===== src/rtl/seq_pkg.sv =====
// seq_pkg
// Shared definitions for the serial pattern blocks (generator and the
// sequence detectors that consume its output).
//   state_e    : three-state transfer FSM encoding (IDLE / SHIFT / DONE)
//   DEFAULT_PW : default maximum pattern width in bits
//   DEFAULT_RW : default repeat-count width in bits
package seq_pkg;

  typedef enum logic [1:0] {
    IDLE  = 2'b00,
    SHIFT = 2'b01,
    DONE  = 2'b10
  } state_e;

  localparam int DEFAULT_PW = 8;
  localparam int DEFAULT_RW = 4;

endpackage


===== src/rtl/seq_pattern_gen.sv =====
// seq_pattern_gen
// Serialises a captured pattern MSB-first (bit len down to bit 0), repeating
// it reps extra times back-to-back, then pulses done for one cycle.
// Ports:
//   clk     : clock, all state changes on the rising edge
//   reset   : asynchronous, active-low reset
//   start   : transfer request, only looked at while idle
//   pattern : bits to send (PW wide)
//   len     : pattern length minus one ($clog2(PW) wide)
//   reps    : number of extra repetitions (RW wide)
//   x       : registered serial data, 0 whenever x_valid is low
//   x_valid : registered, x carries a pattern bit this cycle
//   busy    : high while the FSM is not idle
//   done    : registered one-cycle pulse after the final bit
module seq_pattern_gen
  import seq_pkg::*;
#(
  parameter int PW = DEFAULT_PW,
  parameter int RW = DEFAULT_RW
) (
  input  logic                  clk,
  input  logic                  reset,
  input  logic                  start,
  input  logic [PW-1:0]         pattern,
  input  logic [$clog2(PW)-1:0] len,
  input  logic [RW-1:0]         reps,
  output logic                  x,
  output logic                  x_valid,
  output logic                  busy,
  output logic                  done
);

  localparam int LW = $clog2(PW);

  state_e          state_q, state_d;
  logic [PW-1:0]   pattern_q, pattern_d;
  logic [LW-1:0]   len_q, len_d;
  logic [LW-1:0]   idx_q, idx_d;
  logic [RW-1:0]   rep_q, rep_d;
  logic            x_q, x_d;
  logic            x_valid_q, x_valid_d;
  logic            done_q, done_d;

  logic [LW-1:0]   len_sat;
  logic            last_bit;

  // A len beyond the physical pattern width would index past the register,
  // so it is clamped to the top bit before it is captured.
  always_comb begin
    len_sat = len;
    if (int'(len) > PW - 1) begin
      len_sat = LW'(PW - 1);
    end
  end

  // Final bit of the final repetition is on the line.
  assign last_bit = (idx_q == '0) && (rep_q == '0);

  // Next-state logic.
  always_comb begin
    state_d = state_q;
    case (state_q)
      IDLE:    if (start) state_d = SHIFT;
      SHIFT:   if (last_bit) state_d = DONE;
      DONE:    state_d = IDLE;
      default: state_d = IDLE;
    endcase
  end

  // Datapath: capture on accept, then walk the bit index down and reload it
  // for each repetition so repeats follow with no gap cycle.
  always_comb begin
    pattern_d = pattern_q;
    len_d     = len_q;
    idx_d     = idx_q;
    rep_d     = rep_q;
    case (state_q)
      IDLE: begin
        if (start) begin
          pattern_d = pattern;
          len_d     = len_sat;
          idx_d     = len_sat;
          rep_d     = reps;
        end
      end
      SHIFT: begin
        if (idx_q != '0) begin
          idx_d = idx_q - LW'(1);
        end else if (rep_q != '0) begin
          rep_d = rep_q - RW'(1);
          idx_d = len_q;
        end
      end
      default: ;
    endcase
  end

  // Output logic. The first bit comes straight from the input bus so it is
  // on the line one cycle after the accept edge; later bits use the next
  // index from the datapath so the reload case picks captured[len].
  always_comb begin
    x_d       = 1'b0;
    x_valid_d = 1'b0;
    done_d    = 1'b0;
    case (state_q)
      IDLE: begin
        if (start) begin
          x_d       = pattern[len_sat];
          x_valid_d = 1'b1;
        end
      end
      SHIFT: begin
        if (last_bit) begin
          done_d = 1'b1;
        end else begin
          x_d       = pattern_q[idx_d];
          x_valid_d = 1'b1;
        end
      end
      default: ;
    endcase
  end

  // State and datapath registers; reset aborts any transfer at once.
  always_ff @(posedge clk or negedge reset) begin
    if (!reset) begin
      state_q   <= IDLE;
      pattern_q <= '0;
      len_q     <= '0;
      idx_q     <= '0;
      rep_q     <= '0;
      x_q       <= 1'b0;
      x_valid_q <= 1'b0;
      done_q    <= 1'b0;
    end else begin
      state_q   <= state_d;
      pattern_q <= pattern_d;
      len_q     <= len_d;
      idx_q     <= idx_d;
      rep_q     <= rep_d;
      x_q       <= x_d;
      x_valid_q <= x_valid_d;
      done_q    <= done_d;
    end
  end

  assign x       = x_q;
  assign x_valid = x_valid_q;
  assign done    = done_q;
  assign busy    = (state_q != IDLE);

endmodule


===== config.mk =====
export PLATFORM = sky130hd
export DESIGN_NAME = seq_pattern_gen
export DESIGN_NICKNAME = d
export VERILOG_FILES = /design/src/rtl/seq_pkg.sv /design/src/rtl/seq_pattern_gen.sv
export SDC_FILE = /design/constraint.sdc
export NUM_CORES = 1
export LEC_CHECK = 0
export BUFFER_PORTS_ARGS = -buffer_cell sky130_fd_sc_hd__buf_2
export CAP_MARGIN = 10
export CORE_UTILIZATION = 51
export DETAILED_ROUTE_END_ITERATION = 8
export GPL_ROUTABILITY_DRIVEN = 0
export PLACE_DENSITY = 0.81
export SKIP_CTS_REPAIR_TIMING = 1
export SYNTH_ARGS = -nofsm -noshare
export SYNTH_HDL_FRONTEND = slang
export SYNTH_SLANG_ARGS = --single-unit

===== constraint.sdc =====
create_clock -name clk -period 2.72 [get_ports clk]
set_clock_uncertainty 0.15 [all_clocks]
set_input_delay 0.272 -clock clk [delete_from_list [all_inputs] [get_ports clk]]
set_output_delay 0.272 -clock clk [all_outputs]
set_load 0.1 [all_outputs]

==> out/results.ini <==
[layout]
area_growth_pct=11.9
layout-drive-gt1-share=0.392
antenna_cells=0
post-route-util=0.630
nets=152
final_cell_mix=dfrtp_1, buf_2, mux2_2
fillCellCount=189
mostFrequentLayoutCell=dfrtp_1
fin_area_mm2=0.00145

[critical_path]
critPathMaxFanout=5
start_kind=register
end_kind=register
path_class=reg2reg
arrival_ns=2.51
worstPathRequired_ns=2.78

[clock_tree]
cts_buffers=3
cts_tree=yes
clock-root-buffer=clkbuf_4
h-tree-depth=1
clockBufferDepth=2
cts_num_sinks=23
clkLatencyLatePin_ns=0.31
path_clk_slew_ns=0.12

[global_routing]
grt_max_degree=24
grt_pass1_wl_mm=4.04
grt_pass1_vias=933
antenna_found_initial=0
overflow=0
track_usage=0.209

[power]
power.density_mw_per_mm2=1310
total_leakage_power_nw=0.629
vdd_drop_max_mv=0.863

[sta]
max-slew-margin-rel=0.645
finalSetupTns_ns=0
rsz0062_at_grt=false
finalSetupViolations=0
timing.fmax_mhz=407
worst_pin_slew_ns=0.532
fin_crit_sh=0.903
final_max_slew_viol_count=0
hold_violations=0
min_period_ns=2.46

[yosys]
synthCells=107
synthesis.nets=128
avgSynthCellArea_um2=12.1
synth.area.top_cells=dfrtp_1, mux2_2, mux4_2, ha_1, nor3b_4
yosys_register_bits=23
syn_area_mm2=0.00129
ys_types=39
yosysSeqAreaShare=0.445
ys.warnings.count=0
yosys.area.top_type=dfrtp_1
synth_top_area_frac=0.445

[floorplan]
dieArea_mm2=0.00274
die_h_um=52.3
initial_core_util=0.563
io_pins=22
dieWidth_um=52.3
coreArea_mm2=0.00230
rows=17

[placed_design]
postPlaceCellArea_mm2=0.00141
dp_hpwl_mm=1.83
numPortBuffers=21

[hold_path]
hold_path.class=in2reg

[routing]
drt_iter0_markers=15
vias=922
avgViaCountPerCell=5.84
drc=0
final_antenna_net_count=0
wl_per_cell_um=15.2
drtPass1Iterations=4
wl_mm=2.40

[run]
drv_cap=0

[status]
status=finished, final reports clean

==> worst max-delay path, cell delays in order, from the launching register on <==
cell and delay (ns):
dfrtp_1 0.43, inv_1 0.07, ha_1 0.18, nor3b_4 0.28
a31oi_2 0.16, o2111ai_4 0.29, mux4_2 0.52, or3b_1 0.19
o211ai_2 0.08
==> power by group <==
part	switching, mW	internal, mW
clock	0.102	0.0574
sequential	0.132	0.507
combinational	0.612	0.488
total	0.846	1.05
==> stage by stage <==
| step | std cells | total power, mW | hold slack (ns) | setup WS [ns] |
|---|---|---|---|---|
| 6_report | 158 | 1.90 | 0.0180 | 0.264 |
| 5_1_grt | 158 | 2.03 | 0.0314 | 0.103 |
| 4_1_cts | 157 | 1.91 | -0.227 | 0.247 |
| 3_5_place_dp | 153 | 1.74 | 0.124 | 0.274 |
| 3_3_place_gp | 153 | 1.69 | 0.118 | 0.348 |
| 2_1_floorplan | 107 | 1.55 | -0.174 | 0.420 |
==> registers in the layout, summed over array words and instances (netlist names) <==
signal	count
done	1
idx_q	3
len_q	3
pattern_q	8
rep_q	4
state_q	2
x	1
x_valid	1
==> worst paths after layout <==
path                                    from      endpoint  slack, ns  depth (start not counted)
worst max-delay path                rep_q[0]             x       0.26                          8
worst min-delay path                 reps[0]      rep_q[0]       0.02                          3
worst max register to register      rep_q[0]             x       0.26                          8
worst min register to register  pattern_q[7]  pattern_q[7]       0.38                          1
max in group asynchronous              reset  pattern_q[1]       1.78                          2
min in group asynchronous              reset          done       0.29                          2
==> synthesized netlist by cell type (all sizes together) <==
library cell,count
a211oi,1
a21o,1
a21oi,5
a22oi,2
a31oi,3
and2b,1
and4bb,1
buf,2
clkbuf,2
dfrtp,23
ha,3
inv,5
mux2,12
mux2i,3
mux4,3
nand2,4
nand2b,3
nand3,2
nand3b,1
nor2,5
nor3,4
nor3b,3
o2111ai,1
o211ai,1
o21a,1
o21ai,6
o21bai,1
o22ai,1
o31a,1
or2,1
or2b,1
or3,2
or3b,2
==> per-layer routing <==
metal,track usage,vias to the layer above,part of all wire
li1,-,440,-
met1,0.257,452,0.45
met2,0.335,24,0.49
met3,0.0406,6,0.043
met4,0.127,0,0.022
met5,0,-,0
==> cell families (layout without fill, tap and decap cells) <==
kind of cell	count (synthesis)	in the layout	synth area share
AND/OR/NAND/NOR	30	30	0.169
multiplexers	18	18	0.180
AO/OA/AOI/OAI	24	24	0.138
adder cells (fa/ha/maj)	3	3	0.0290
buffers and inverters	9	32	0.0378
flip-flops	23	23	0.445
==> final cells by class <==
| class | count | area [um^2] | share of cell area |
|---|---|---|---|
| sequential | 23 | 576 | 0.398 |
| clock buffer | 4 | 26.3 | 0.0182 |
| timing repair buffer | 23 | 123 | 0.0848 |
| inverter | 5 | 18.8 | 0.0130 |
| tap | 28 | 35.0 | 0.0242 |
| multi-input combinational | 75 | 668 | 0.462 |
Power figures use the tool's default switching activity.
